**src/rtl/prog_run_ctrl_pkg.sv**
```systemverilog
// Shared types and defaults for the program run controller.
package prog_run_pkg;

  typedef enum logic [2:0] {
    IDLE  = 3'd0,
    ARMED = 3'd1,
    RUN   = 3'd2,
    DONE  = 3'd3
  } run_state_t;

  localparam int CYC_W_DEF       = 16;
  localparam int WDOG_CYCLES_DEF = 4096;

endpackage

```
**src/rtl/prog_run_ctrl_if.sv**
```systemverilog
// Handshake bundle between the run controller, the test harness, the decoder and the PC.
interface prog_run_ctrl_if
  import prog_run_pkg::*;
#(
  parameter int CYC_W = CYC_W_DEF
) ();

  logic             Start;
  logic             Halt;
  logic             StepMode;
  logic             StepReq;
  logic             CountEn;
  logic             Running;
  logic             Done;
  logic             Timeout;
  logic [CYC_W-1:0] CycleCount;

  modport master (
    output Start, Halt, StepMode, StepReq,
    input  CountEn, Running, Done, Timeout, CycleCount
  );

  modport slave (
    input  Start, Halt, StepMode, StepReq,
    output CountEn, Running, Done, Timeout, CycleCount
  );

endinterface

```
**src/rtl/prog_run_ctrl_rise_detect.sv**
```systemverilog
// Rising-edge detector: one-cycle pulse on each 0->1 transition of a level.
module rise_detect (
  input  logic clk,
  input  logic Reset,
  input  logic level,
  output logic pulse
);

  logic level_q_r;

  // History of the level from the previous cycle
  always_ff @(posedge clk or posedge Reset) begin
    if (Reset) begin
      level_q_r <= 1'b0;
    end else begin
      level_q_r <= level;
    end
  end

  assign pulse = level & ~level_q_r;

endmodule

```
**src/rtl/prog_run_ctrl.sv**
```systemverilog
// Run controller: Start handshake, Halt stop, single-step mode, saturating cycle count.
// Optional watchdog enabled by defining RUN_WDOG_EN.
module prog_run_ctrl
  import prog_run_pkg::*;
#(
  parameter int CYC_W       = CYC_W_DEF,
  parameter int WDOG_CYCLES = WDOG_CYCLES_DEF
) (
  input logic            clk,
  input logic            Reset,
  prog_run_ctrl_if.slave bus
);

  localparam logic [CYC_W-1:0] CYC_MAX = {CYC_W{1'b1}};

  if (WDOG_CYCLES < 1 || WDOG_CYCLES >= (64'd1 << CYC_W)) begin : g_bad_wdog
    $error("WDOG_CYCLES must be in 1 .. 2**CYC_W-1");
  end

  run_state_t       state_r;
  run_state_t       state_nxt_s;
  logic             step_pulse_s;
  logic             advance_s;
  logic             halt_win_s;
  logic             in_run_s;
  logic             wdog_hit_s;
  logic             running_r;
  logic             done_r;
  logic [CYC_W-1:0] cycle_count_r;

  rise_detect u_step_rise (
    .clk   (clk),
    .Reset (Reset),
    .level (bus.StepReq),
    .pulse (step_pulse_s)
  );

  // The PC may act every cycle in free-run, only on a step pulse in step mode
  assign in_run_s   = (state_r == RUN);
  assign advance_s  = bus.StepMode ? step_pulse_s : 1'b1;
  assign halt_win_s = bus.Halt & advance_s;

  assign bus.CountEn = in_run_s & ~bus.Start & ~bus.Halt & advance_s;

`ifdef RUN_WDOG_EN
  localparam logic [CYC_W-1:0] WDOG_LAST = CYC_W'(WDOG_CYCLES - 1);
  logic timeout_r;

  assign wdog_hit_s = (cycle_count_r == WDOG_LAST);

  // Timeout latches when the watchdog ends a run and clears on re-arming
  always_ff @(posedge clk or posedge Reset) begin
    if (Reset) begin
      timeout_r <= 1'b0;
    end else if (state_nxt_s == ARMED) begin
      timeout_r <= 1'b0;
    end else if (in_run_s && !bus.Start && !halt_win_s && wdog_hit_s) begin
      timeout_r <= 1'b1;
    end else begin
      timeout_r <= timeout_r;
    end
  end

  assign bus.Timeout = timeout_r;
`else
  assign wdog_hit_s  = 1'b0;
  assign bus.Timeout = 1'b0;
`endif

  // Next-state decode; in RUN, Start beats Halt and Halt beats the watchdog
  always_comb begin
    state_nxt_s = state_r;
    case (state_r)
      IDLE: begin
        if (bus.Start) state_nxt_s = ARMED;
        else           state_nxt_s = IDLE;
      end
      ARMED: begin
        if (bus.Start) state_nxt_s = ARMED;
        else           state_nxt_s = RUN;
      end
      RUN: begin
        if (bus.Start)       state_nxt_s = ARMED;
        else if (halt_win_s) state_nxt_s = DONE;
        else if (wdog_hit_s) state_nxt_s = DONE;
        else                 state_nxt_s = RUN;
      end
      DONE: begin
        if (bus.Start) state_nxt_s = ARMED;
        else           state_nxt_s = DONE;
      end
      default: state_nxt_s = IDLE;
    endcase
  end

  // State plus status flags decoded from the next state
  always_ff @(posedge clk or posedge Reset) begin
    if (Reset) begin
      state_r   <= IDLE;
      running_r <= 1'b0;
      done_r    <= 1'b0;
    end else begin
      state_r   <= state_nxt_s;
      running_r <= (state_nxt_s == RUN);
      done_r    <= (state_nxt_s == DONE);
    end
  end

  // Counts every edge taken in RUN, including the one that leaves it
  always_ff @(posedge clk or posedge Reset) begin
    if (Reset) begin
      cycle_count_r <= {CYC_W{1'b0}};
    end else if (state_nxt_s == ARMED) begin
      cycle_count_r <= {CYC_W{1'b0}};
    end else if (in_run_s && cycle_count_r != CYC_MAX) begin
      cycle_count_r <= cycle_count_r + CYC_W'(1);
    end else begin
      cycle_count_r <= cycle_count_r;
    end
  end

  assign bus.Running    = running_r;
  assign bus.Done       = done_r;
  assign bus.CycleCount = cycle_count_r;

endmodule

```
**src/flat_wrapper.sv**
```systemverilog
// flat-port wrapper written by rule: the top's interface ports become plain ports
module prog_run_ctrl_flat import prog_run_pkg::*;
#(
  parameter int CYC_W       = CYC_W_DEF,
  parameter int WDOG_CYCLES = WDOG_CYCLES_DEF
)
  (clk, Reset, bus_Start, bus_Halt, bus_StepMode, bus_StepReq, bus_CountEn, bus_Running, bus_Done, bus_Timeout, bus_CycleCount);
  prog_run_ctrl_if #(.CYC_W(CYC_W)) bus_i ();
  input logic clk;
  input logic Reset;
  input wire logic [$bits(bus_i.Start)-1:0] bus_Start;
  input wire logic [$bits(bus_i.Halt)-1:0] bus_Halt;
  input wire logic [$bits(bus_i.StepMode)-1:0] bus_StepMode;
  input wire logic [$bits(bus_i.StepReq)-1:0] bus_StepReq;
  output wire logic [$bits(bus_i.CountEn)-1:0] bus_CountEn;
  output wire logic [$bits(bus_i.Running)-1:0] bus_Running;
  output wire logic [$bits(bus_i.Done)-1:0] bus_Done;
  output wire logic [$bits(bus_i.Timeout)-1:0] bus_Timeout;
  output wire logic [$bits(bus_i.CycleCount)-1:0] bus_CycleCount;
  assign bus_i.Start = bus_Start;
  assign bus_i.Halt = bus_Halt;
  assign bus_i.StepMode = bus_StepMode;
  assign bus_i.StepReq = bus_StepReq;
  assign bus_CountEn = bus_i.CountEn;
  assign bus_Running = bus_i.Running;
  assign bus_Done = bus_i.Done;
  assign bus_Timeout = bus_i.Timeout;
  assign bus_CycleCount = bus_i.CycleCount;
  prog_run_ctrl #(.CYC_W(CYC_W), .WDOG_CYCLES(WDOG_CYCLES)) u_core (.clk(clk), .Reset(Reset), .bus(bus_i));
endmodule
```
**config.mk**
```make
export PLATFORM = sky130hd
export DESIGN_NAME = prog_run_ctrl_flat
export DESIGN_NICKNAME = d
export VERILOG_FILES = /design/src/rtl/prog_run_ctrl_pkg.sv /design/src/rtl/prog_run_ctrl_if.sv /design/src/rtl/prog_run_ctrl_rise_detect.sv /design/src/rtl/prog_run_ctrl.sv /design/src/flat_wrapper.sv
export SDC_FILE = /design/constraint.sdc
export NUM_CORES = 1
export LEC_CHECK = 0
export ABC_AREA = 1
export CAP_MARGIN = 10
export CORE_MARGIN = 10
export CORE_UTILIZATION = 54
export CTS_CLUSTER_DIAMETER = 50
export DETAILED_ROUTE_END_ITERATION = 6
export GPL_TIMING_DRIVEN = 0
export PLACE_DENSITY = 0.81
export SLEW_MARGIN = 20
export SYNTH_ARGS = -nofsm -noshare
export SYNTH_HDL_FRONTEND = slang
export SYNTH_SLANG_ARGS = --single-unit
export TNS_END_PERCENT = 1
```
**constraint.sdc**
```tcl
create_clock -name clk -period 3.6 [get_ports clk]
set_input_delay 1.08 -clock clk [delete_from_list [all_inputs] [get_ports clk]]
set_output_delay 1.08 -clock clk [all_outputs]
set_load 0.01 [all_outputs]
```
# Word-level counts from Yosys, hierarchy flattened
# Index checks and enable logic that the tools add are counted.
# totals
out_inout_bits	20
reg_bits	22
word_cells	33
# op_classes
bitwise	8
reduce_logical	3
n_eq_ne	7
muxes	9
add_sub_neg	1
# op_table
operator	count
$mux 16	2
$add 16x1->16 const B	1
$ne 16x16->1 const B	1
$eq 3x2->1 const B	4
$pmux 3 s4	1
$eq 3x1->1 const B	2
$and 1x1->1	5
$mux 2	2
$logic_not 3->1	1
$mux 1	3
$mux 3	1
$not 1->1	3
$reduce_bool 2->1	1
$logic_and 1x1->1	1

# Longest topological paths before layout
# Gate-level depths: netlist (run 1).
# depth
ltp_word	9
ltp_mapped	10
mapped_depth_nobuf	9

# Cells and area by module
# From an unflattened synthesis (run 1), not the netlist that was laid out.
# hier_totals
cells_unflattened	177
hier_area_um2	1267.5
# by_module_without_submodules
module	n_inst	seq_area_each_um2	cells_per_inst	area_each_um2
prog_run_ctrl	1	500.5	173	1228.7
rise_detect	1	25.0	4	38.8

# Worst setup path before layout (run 1)
# OpenSTA, ideal clock, no wires.
# synth_timing
kind	input port to output port
start	input bus_Start
end	output bus_CountEn
required_time_ns	2.520
path_buffers	1
arrival_ns	2.079
path_stages	2
path_slack_ns	0.441
path_cell_list	clkdlybuf4s25_1 a2111oi_0
# synth_via
elab_chain_len	4
# synth_lines
element	line	rtl
start, declared	flat_wrapper.sv:11	input wire logic [$bits(bus_i.Start)-1:0] bus_Start;
$not 1->1	prog_run_ctrl.sv:43	assign bus.CountEn = in_run_s & ~bus.Start & ~bus.Halt & advance_s;
$and 1x1->1 (3 in series)	prog_run_ctrl.sv:43	
end, declared	flat_wrapper.sv:15	output wire logic [$bits(bus_i.CountEn)-1:0] bus_CountEn;
# Every way passes these cells.

# Final worst setup path (run 1)
# layout_timing
start	input bus_StepReq
end	output bus_CountEn
# layout_via
elab_chain_len	3
# layout_lines
element	line	rtl
start, declared	flat_wrapper.sv:14	input wire logic [$bits(bus_i.StepReq)-1:0] bus_StepReq;
$and 1x1->1	prog_run_ctrl_rise_detect.sv:20	assign pulse = level & ~level_q_r;
$mux 1	prog_run_ctrl.sv:40	assign advance_s = bus.StepMode ? step_pulse_s : 1'b1;
$and 1x1->1	prog_run_ctrl.sv:43	
# Every way passes these cells.

==> key figures, run 1 <==
Layout
  • Multi-input logic area: between 600 and 700 um^2
  • Post-route cell area: roughly 1600 um^2
  • Final Util: 0.702
  • Area delta synth->final: 22.6%
  • Fin nets: 209
  • Fraction of layout cells with a size suffix above 1: 0.0945
  • Fillers: 217
  • Post-Layout Cell Count: 229
  • Antenna Cells: 0
  • Storage element area: ~530 um^2

Detailed routing
  • First-pass detailed-route iteration total: 5
  • Routed WL per cell: 13.4 um
  • Post-Route WL: 3.08 mm
  • DRC violations left: 0
  • Via density per instance: 5.15
  • Initial DRC count: 66
  • Antenna Nets Post-Route: 0
  • Vias: 1,180

Job
  • # Max-Cap Violations: 0

Yosys
  • Largest cells by area after synthesis: dfrtp_1 41%, nand2_1 18%, nor2_1 7.3%
  • Count leader, synth: nand2_1
  • Synth top cells by count: 62 x nand2_1, 25 x nor2_1, 21 x dfrtp_1, 15 x inv_1, 11 x nand4_1
  • Syn Nets: 181
  • Fraction of registers with async set/reset: 1.00
  • Synth cell types: 23
  • Area leader, netlist: dfrtp_1
  • Main combinational cell family by area after synthesis: simple AND/OR/NAND/NOR gates
  • Synth Flop Type: dfrtp_1
  • Synth Area in Compound Gates: 0.0659
  • Post-Synth Adder-Cell Area: 0.00969
  • Synth Area in Simple Gates: 0.386
  • Post-Syn Area per Cell: between 7 and 8 um^2
  • Mux contribution to synthesized area: 0
  • Top-area cell type share of the netlist area: 0.407
  • Post-synth EDFFs: 0
  • Sequential-to-total area share from yosys stat: 0.407
  • Yosys reg bits: 21
  • Warnings, synthesis: 0
  • Netlist Area Pre-Place: around 1300 um^2
  • Post-Syn Instances: 174
  • Xor/xnor share of the synthesized area: 0.0407

Setup path
  • RR Startpoint: u_core.bus.CycleCount[0]
  • Req. time, crit path: 2520 ps
  • R2R Path End: u_core.bus.CycleCount[9]
  • R2R cell count: 10
  • Arrival time at the worst endpoint: 2270 ps
  • Startpoint Class: input port
  • Flop2flop setup slack: 1820 ps
  • Setup Crit Path Kind: in2out
  • Crit-path max FO: 2
  • Crit end category: primary output

Floorplanning
  • Initial Utilization: 0.573
  • Ports: 26
  • DIE AREA: 4750 um^2
  • Core Box Area: 2250 um^2
  • Die span in x: 68.9 um
  • Die height: 68.9 um
  • Row cnt: 17

Timing
  • Clock Skew: 9.26 ps
  • Worst rel slew slack: 0.476
  • Setup Viol. Count Final: 0
  • WHS: 555 ps
  • Setup ws final: 248 ps
  • Top achievable clock speed: 0.298 GHz
  • Max-slew violation count: 0
  • Setup TNS: 0 ps
  • Minimum clock period: about 3400 ps
  • Final period util: 0.931
  • RSZ-0062 raised after global routing: no
  • Least-Margin Pin Slew: between 700 and 800 ps
  • Final hold violations: 0

Power and ir drop
  • Share of power burned in registers: 0.599
  • Peak VDD IR: 261 uV
  • Static Leak: 0.693 nW
  • Clock Power Share: 0.282
  • Switch Pwr: approximately 0.11 mW
  • Combinational share of power: 0.119
  • Net Sw Frac: 0.259
  • Power Dens Cells: around 260 nW/um^2
  • Power consumption: between 0.4 and 0.5 mW
  • Internal: just over 0.3 mW

Global route
  • Tot GR Track Use: 0.144
  • Initial antenna violation count: 0
  • Gr ovfl total: 0
  • Pin count of the biggest net entering global routing: 22
  • First-pass GRT wire length: between 5 and 6 mm
  • Vias in the first global route: 1,093

Placed design
  • Place WS: -84.2 ps
  • Dpl hpwl: 2.31 mm
  • Cells after DPL: around 230
  • GPL Wtd Cong: just over 0.9
  • Input/output buffers: 23
  • Placed Area: 1560 um^2

CTS
  • H-tree depth: 1
  • Total setup buffers inserted after CTS: 0
  • Clock root cell: clkbuf_4
  • Worst-skew pair later-pin latency: 310 ps
  • Max Root-Sink Buffers: 2
  • Total CTS buffers: 3
  • Clk slew on worst S/H paths: 120 ps
  • CTS tree: built
  • Sink Count: 21

Run status
  • Status: completed

Worst hold path
  • Hold depth: 2
  • Min-delay src: u_core.state_r[1]
  • Worst Hold Endpoint: u_core.state_r[1]
  • Hold Path Class: reg2reg
==> layer usage <==
metal  wire (um)  share of wire  track usage
met5           0              0            0
met3         276          0.090       0.0499
met2        1460           0.47        0.226
met4          16         0.0052       0.0542
met1        1330           0.43        0.179
==> worst max-delay path, cell delays in order <==
cell,delay [ps]
clkdlybuf4s50_1,470
nand2_1,70
a2111oi_0,330
dlygate4sd2_1,320
==> repair_timing <==
action,4_1_cts,5_1_grt
resized for setup,1,0
setup endpoints to repair,1,0
hold buffers,0,0
==> kinds of logic (layout without fill, tap and decap cells) <==
group | Yosys count | in the layout
other cells | 1 | 1
fa+ha+maj | 1 | 1
compound gates | 12 | 12
flops | 21 | 21
buf+inv | 20 | 47
xor+xnor | 6 | 6
simple gates | 113 | 113
==> power by group through the flow <==
stage | registers (mW) | logic (mW) | clock network [mW]
2_1_floorplan | 0.249 | 0.0292 | 0
3_3_place_gp | 0.248 | 0.0483 | 0
3_5_place_dp | 0.249 | 0.0493 | 0
4_1_cts | 0.244 | 0.0494 | 0.120
5_1_grt | 0.245 | 0.0538 | 0.133
6_report | 0.244 | 0.0484 | 0.115
==> cell type report <==
type,instances,share of cell area
Clock inverter,1,0.00316
Tap cell,28,0.0221
Sequential cell,21,0.332
Buffer,4,0.0308
Inverter,16,0.0411
Multi-Input combinational cell,133,0.412
Clock buffer,3,0.0142
Timing Repair Buffer,23,0.145
==> worst max-delay path by stage <==
stage | from | endpoint | slack [ps] | cells after the start
after floorplan | bus_Start | bus_CountEn | 440 | 2
after global placement | bus_StepReq | bus_CountEn | -60 | 4
after detailed placement | bus_StepReq | bus_CountEn | -80 | 4
after CTS | bus_StepReq | bus_CountEn | 220 | 4
after global routing | bus_StepReq | bus_CountEn | 160 | 4
final | bus_StepReq | bus_CountEn | 250 | 4
==> layout by cell type (no fill, tap or decap), drive strengths merged, types with 3 or more instances in the layout <==
| master | count |
|---|---|
| xor2 | 5 |
| nand3 | 5 |
| clkdlybuf4s50 | 22 |
| nand2 | 68 |
| o21bai | 4 |
| nand4 | 11 |
| dfrtp | 21 |
| clkbuf | 3 |
| inv | 16 |
| buf | 3 |
| nor2 | 29 |
| o21ai | 6 |
==> flip-flops by register name, summed over array words and instances (netlist names) <==
name                          count
u_core.bus.Running                1
u_core.state_r                    2
u_core.bus.Done                   1
u_core.u_step_rise.level_q_r      1
u_core.bus.CycleCount            16
No activity file was read; power rests on OpenSTA's default activity.
==> inputs of run 2 (changes only) <==
--- a/config.mk
+++ b/config.mk
@@ -13,6 +13,7 @@
 export DETAILED_ROUTE_END_ITERATION = 6
 export GPL_TIMING_DRIVEN = 0
 export PLACE_DENSITY = 0.81
+export SETUP_SLACK_MARGIN = 0.3
 export SLEW_MARGIN = 20
 export SYNTH_ARGS = -nofsm -noshare
 export SYNTH_HDL_FRONTEND = slang
==> key figures, run 2 (synthesized netlist as in run 1, its figures left out) <==
Layout
  • Antenna Cells: 0 (unchanged)
  • Multi-input logic area: 653 um^2 (+0.19%)
  • Storage element area: 526 um^2 (unchanged)
  • Area delta synth->final: 22.4%
  • Commonest non-fill, non-tap cell in the layout: nand2_1
  • Fraction of layout cells with a size suffix above 1: 0.0995 (+0.00498)
  • Fin nets: 209 (unchanged)
  • Number of flip-flops in the largest register: 16 (unchanged)
  • Fillers: 218 (+0.46%)
  • Post-Layout Cell Count: 229 (unchanged)
  • Commonest non-fill, non-tap cells in the layout: 62 x nand2_1, 25 x nor2_1, 22 x clkdlybuf4s50_1, 21 x dfrtp_1, 15 x inv_1

Worst hold path
  • Worst Hold Endpoint: u_core.state_r[1]
  • Hold depth: 2 (unchanged)
  • Min-delay src: u_core.state_r[1]
  • Hold Path Class: reg2reg

Global route
  • Tot GR Track Use: 0.144 (unchanged)
  • Gr ovfl total: 0 (unchanged)
  • First-pass GRT wire length: 5.26 mm (unchanged)
  • Vias in the first global route: 1,093 (unchanged)
  • Initial antenna violation count: 0 (unchanged)
  • Pin count of the biggest net entering global routing: 22 (unchanged)

Placed design
  • Place WS: -84.2 ps (unchanged)
  • GPL Wtd Cong: 0.920 (unchanged)
  • Input/output buffers: 23 (unchanged)
  • Dpl hpwl: 2.31 mm (unchanged)
  • Cells after DPL: 225 (unchanged)

Setup path
  • RR Startpoint: u_core.bus.CycleCount[0]
  • Arrival time at the worst endpoint: 2130 ps (-140 ps)
  • R2R cell count: 10 (unchanged)
  • Largest stage delay, worst path: 470 ps (about the same)
  • R2R Path End: u_core.bus.CycleCount[9]
  • Req. time, crit path: 2520 ps (about the same)
  • Setup Crit Path Kind: in2out
  • Crit end category: primary output
  • Startpoint Class: input port
  • Crit path cell chain: clkdlybuf4s50_1 > nand2_1 > a2111oi_1 > buf_2
  • Flop2flop setup slack: 1810 ps (about the same)
  • Slowest CP cell: clkdlybuf4s50_1
  • Crit-path max FO: 2 (unchanged)

Floorplanning
  • Ports: 26 (unchanged)
  • Die height: 68.9 um (unchanged)
  • DIE AREA: 4750 um^2 (unchanged)
  • Row cnt: 17 (unchanged)
  • Die span in x: 68.9 um (unchanged)
  • Core Box Area: 2250 um^2 (unchanged)
  • Initial Utilization: 0.573 (unchanged)

Timing
  • Least-Margin Pin Slew: 785 ps (-0.353 ps)
  • Worst rel slew slack: 0.476 (about the same)
  • Final period util: 0.892 (-0.0386)
  • Minimum clock period: 3210 ps (-139 ps)
  • Setup ws final: 387 ps (+139 ps)
  • Setup Viol. Count Final: 0 (unchanged)
  • Max-slew violation count: 0 (unchanged)
  • Top achievable clock speed: 0.311 GHz (+4.3%)
  • Clock Skew: 9.35 ps (+0.0857 ps)
  • Final hold violations: 0 (unchanged)
  • RSZ-0062 raised after global routing: no

Power and ir drop
  • Static Leak: 0.690 nW (-0.38%)
  • Clock Power Share: 0.282 (about the same)
  • Share of power burned in registers: 0.599 (about the same)
  • Combinational share of power: 0.119 (about the same)
  • Net Sw Frac: 0.259 (+0.000491)
  • Peak VDD IR: 261 uV (about the same)
  • Switch Pwr: 0.106 mW (+0.26%)
  • Power Dens Cells: 258 nW/um^2 (+0.23%)
  • Internal: 0.302 mW (about the same)

Detailed routing
  • Vias: 1,176 (-0.34%)
  • DRC violations left: 0 (unchanged)
  • First-pass detailed-route iteration total: 4 (-1)
  • Post-Route WL: 3.06 mm (-0.49%)
  • Via density per instance: 5.14 (-0.34%)
  • Initial DRC count: 65 (-1.5%)
  • Routed WL per cell: 13.4 um (-0.49%)
  • Antenna Nets Post-Route: 0 (unchanged)

Job
  • # Max-Cap Violations: 0 (unchanged)

CTS
  • Total CTS buffers: 3 (unchanged)
  • Clock root cell: clkbuf_4
  • H-tree depth: 1 (unchanged)
  • CTS tree: built
  • Post-cts hold buffer count: 0 (unchanged)
  • Sink Count: 21 (unchanged)
  • Worst-skew pair later-pin latency: 310 ps (about the same)
  • Total setup buffers inserted after CTS: 0 (unchanged)
  • Max Root-Sink Buffers: 2 (unchanged)
  • Clk slew on worst S/H paths: 120 ps (about the same)

Run status
  • Status: completed
-- run 2: cell types whose count changed in the layout (fill, tap and decap cells not counted), sizes merged --
cell | before | now
dlygate4sd2 | 1 | 0
buf | 3 | 4
-- run 2: power by group through the flow --
stage | clock network, mW | registers, mW | logic [mW]
after global routing | 0.133 | 0.245 | 0.0539
after global placement | 0 | 0.248 | 0.0483
final | 0.115 | 0.244 | 0.0486
after detailed placement | 0 | 0.249 | 0.0493
after CTS | 0.120 | 0.244 | 0.0493
after floorplan | 0 | 0.249 | 0.0292
-- run 2: timing repair --
| item | 4_1_cts | 5_1_grt |
|---|---|---|
| gates resized for setup | 3 | 1 |
| cloned | 0 | 0 |
| setup endpoints to repair | 1 | 1 |
-- run 2: cell type report --
cell class,count,share of cell area
Buffer,4,0.0309
Clock buffer,3,0.0143
Clock inverter,1,0.00317
Inverter,16,0.0412
Multi-Input combinational cell,133,0.413
Sequential cell,21,0.333
Tap cell,28,0.0222
Timing Repair Buffer,23,0.143
-- run 2: worst max path at each step --
| stage | start | to | cells after the start |
|---|---|---|---|
| after floorplan | bus_Start | bus_CountEn | 2 |
| after global placement | bus_StepReq | bus_CountEn | 4 |
| after detailed placement | bus_StepReq | bus_CountEn | 4 |
| after CTS | bus_StepReq | bus_CountEn | 4 |
| after global routing | bus_StepReq | bus_CountEn | 4 |
| final | bus_StepReq | bus_CountEn | 4 |
-- run 2: routing by layer --
layer / vias to the layer above / global-route usage / part of all wire
met4: 0 / 0.0542 / 0.0052
li1: 605 / - / -
met2: 29 / 0.226 / 0.47
met1: 540 / 0.179 / 0.44
met5: - / 0 / 0
met3: 2 / 0.0499 / 0.089
-- run 2: critical path, delay by kind of cell --
kind	cells	cell delay, ps
compound gates	1	320
simple gates	1	70
buf+inv	2	670
-- run 2: per-stage QoR --
stage / TNS, ps / utilization / cell area (um^2) / power, mW / hold WS [ps]
2_1_floorplan: 0 / - / 1290 / 0.279 / 497
3_3_place_gp: -56.7 / 0.690 / 1560 / 0.296 / 517
3_5_place_dp: -84.2 / 0.690 / 1560 / 0.298 / 523
4_1_cts: 0 / 0.700 / 1580 / 0.413 / 558
5_1_grt: 0 / 0.701 / 1580 / 0.432 / 613
6_report: 0 / 0.701 / 1580 / 0.407 / 555
==> inputs of run 3 (changes only) <==
--- a/config.mk
+++ b/config.mk
@@ -7,12 +7,14 @@
 export LEC_CHECK = 0
 export ABC_AREA = 1
 export CAP_MARGIN = 10
+export CELL_PAD_IN_SITES_DETAIL_PLACEMENT = 1
+export CELL_PAD_IN_SITES_GLOBAL_PLACEMENT = 2
 export CORE_MARGIN = 10
-export CORE_UTILIZATION = 54
+export CORE_UTILIZATION = 30
 export CTS_CLUSTER_DIAMETER = 50
 export DETAILED_ROUTE_END_ITERATION = 6
 export GPL_TIMING_DRIVEN = 0
-export PLACE_DENSITY = 0.81
+export PLACE_DENSITY = 0.8
 export SETUP_SLACK_MARGIN = 0.3
 export SLEW_MARGIN = 20
 export SYNTH_ARGS = -nofsm -noshare
==> key figures, run 3 (synthesized netlist as in run 1, its figures left out) <==
Setup path
  • Largest stage delay, worst path: 470 ps (about the same)
  • Crit-path max FO: 2 (unchanged)
  • Crit end category: primary output
  • Arrival time at the worst endpoint: 2150 ps (+20 ps)
  • Req. time, crit path: 2520 ps (about the same)
  • Slowest CP cell: clkdlybuf4s50_1
  • Crit path cell chain: clkdlybuf4s50_1 > nand2_1 > a2111oi_0 > buf_2
  • Startpoint Class: input port
  • Setup Crit Path Kind: in2out

Power and ir drop
  • Combinational share of power: 0.110 (-0.009)
  • Peak VDD IR: 129 uV (-51%)
  • Internal: 0.339 mW (+12%)
  • Static Leak: 0.695 nW (+0.74%)
  • Switch Pwr: 0.121 mW (+15%)
  • Share of power burned in registers: 0.530 (-0.069)
  • Clock Power Share: 0.359 (+0.077)
  • Power Dens Cells: 284 nW/um^2 (+9.9%)
  • Net Sw Frac: 0.263 (+0.00377)

Floorplanning
  • Die span in x: 85.6 um (+24%)
  • Ports: 26 (unchanged)
  • Row cnt: 23 (+6)
  • Initial Utilization: 0.316 (-0.257)
  • Core Box Area: 4090 um^2 (+81%)
  • Die height: 85.6 um (+24%)
  • DIE AREA: 7330 um^2 (+54%)

Placed design
  • GPL Wtd Cong: 0.779 (-15%)
  • Dpl hpwl: 2.87 mm (+24%)
  • Input/output buffers: 23 (unchanged)

CTS
  • Worst-skew pair later-pin latency: 270 ps (-40 ps)
  • Clk slew on worst S/H paths: 80 ps (-40 ps)
  • Max Root-Sink Buffers: 2 (unchanged)
  • Clock root cell: clkbuf_8
  • Sink Count: 21 (unchanged)
  • CTS tree: built
  • Total CTS buffers: 3 (unchanged)
  • H-tree depth: 1 (unchanged)
  • Post-cts hold buffer count: 0 (unchanged)
  • PostCTS Resize Cnt: 3 (unchanged)
  • Total setup buffers inserted after CTS: 0 (unchanged)

Timing
  • Least-Margin Pin Slew: 900 ps (+115 ps)
  • Worst rel slew slack: 0.399 (-0.0767)
  • Setup Viol. Count Final: 0 (unchanged)
  • Max-slew violation count: 0 (unchanged)
  • RSZ-0062 raised after global routing: no
  • Minimum clock period: 3230 ps (+16.0 ps)
  • WHS: 552 ps (-3.03 ps)
  • Final period util: 0.897 (+0.00445)
  • Setup TNS: 0 ps (unchanged)
  • Clock Skew: 4.34 ps (-5.01 ps)
  • Top achievable clock speed: 0.310 GHz (-0.50%)
  • Final hold violations: 0 (unchanged)

Layout
  • Fraction of layout cells with a size suffix above 1: 0.0945 (-0.00498)
  • Commonest non-fill, non-tap cell in the layout: nand2_1
  • Number of flip-flops in the largest register: 16 (unchanged)
  • Fillers: 511 (+130%)
  • Final Util: 0.397 (-0.303)
  • Multi-input logic area: 652 um^2 (-0.19%)
  • Storage element area: 526 um^2 (unchanged)
  • Fin nets: 209 (unchanged)
  • Antenna Cells: 0 (unchanged)
  • Area delta synth->final: 25.8%
  • Commonest non-fill, non-tap cells in the layout: 62 x nand2_1, 25 x nor2_1, 22 x clkdlybuf4s50_1, 21 x dfrtp_1, 15 x inv_1

Global route
  • Initial antenna violation count: 0 (unchanged)
  • Gr ovfl total: 0 (unchanged)
  • First-pass GRT wire length: 6.69 mm (+27%)
  • Vias in the first global route: 1,362 (+25%)
  • Tot GR Track Use: 0.112 (-0.0328)
  • Pin count of the biggest net entering global routing: 22 (unchanged)

Detailed routing
  • Antenna Nets Post-Route: 0 (unchanged)
  • Initial DRC count: 52 (-20%)
  • Via density per instance: 4.77 (-7.1%)
  • Post-Route WL: 3.84 mm (+25%)
  • Routed WL per cell: 15.3 um (+14%)
  • DRC violations left: 0 (unchanged)
  • First-pass detailed-route iteration total: 4 (unchanged)
  • Vias: 1,198 (+1.9%)

Job
  • # Max-Cap Violations: 0 (unchanged)

Worst hold path
  • Hold Path Class: reg2reg

Run status
  • Status: completed
[run 3: power by group through the flow]
stage,registers (mW),logic (mW),clock network (mW)
after floorplan,0.249,0.0292,0
after global placement,0.248,0.0513,0
after detailed placement,0.249,0.0523,0
after CTS,0.244,0.0524,0.171
after global routing,0.245,0.0564,0.186
final,0.244,0.0508,0.166
[run 3: layout make-up]
| class | instances | area share |
|---|---|---|
| plain buffers | 4 | 0.0300 |
| clock buffers | 4 | 0.0277 |
| inverters | 16 | 0.0401 |
| multi-input cells | 133 | 0.401 |
| flip-flops and latches | 21 | 0.324 |
| well taps | 50 | 0.0385 |
| repair buffers | 23 | 0.139 |
[run 3: final timing paths]
path	start	cells past startpoint	slack [ps]	end
setup / recovery	bus_StepReq	4	370	bus_CountEn
hold / removal	u_core.state_r[1]	2	550	u_core.state_r[1]
setup reg to reg	u_core.bus.CycleCount[0]	10	1760	u_core.bus.CycleCount[3]
hold reg to reg	u_core.state_r[1]	2	550	u_core.state_r[1]
max in group asynchronous	Reset	2	1740	u_core.bus.CycleCount[7]
min in group asynchronous	Reset	2	1310	u_core.bus.CycleCount[1]
[run 3: metal layers]
layer	vias up	wire length, um	track usage
met1	579	1720	0.126
li1	599	-	-
met2	15	1850	0.193
met3	5	206	0.0341
met4	0	61	0.0404
met5	-	0	0
[run 3: worst max-delay path, delay by kind of cell]
| kind | cells | cell delay (ps) |
|---|---|---|
| buffers and inverters | 2 | 670 |
| AOI/OAI and AO/OA | 1 | 320 |
| and+or+nand+nor | 1 | 70 |
[run 3: through the flow]
stage | instance area [um^2] | cells | setup WS, ps | power, mW
floorplan | 1290 | 174 | 441 | 0.279
global placement | 1580 | 247 | -72.6 | 0.300
detailed placement | 1580 | 247 | -113 | 0.301
CTS | 1620 | 251 | 341 | 0.468
global route | 1620 | 251 | 303 | 0.487
finish | 1620 | 251 | 371 | 0.460
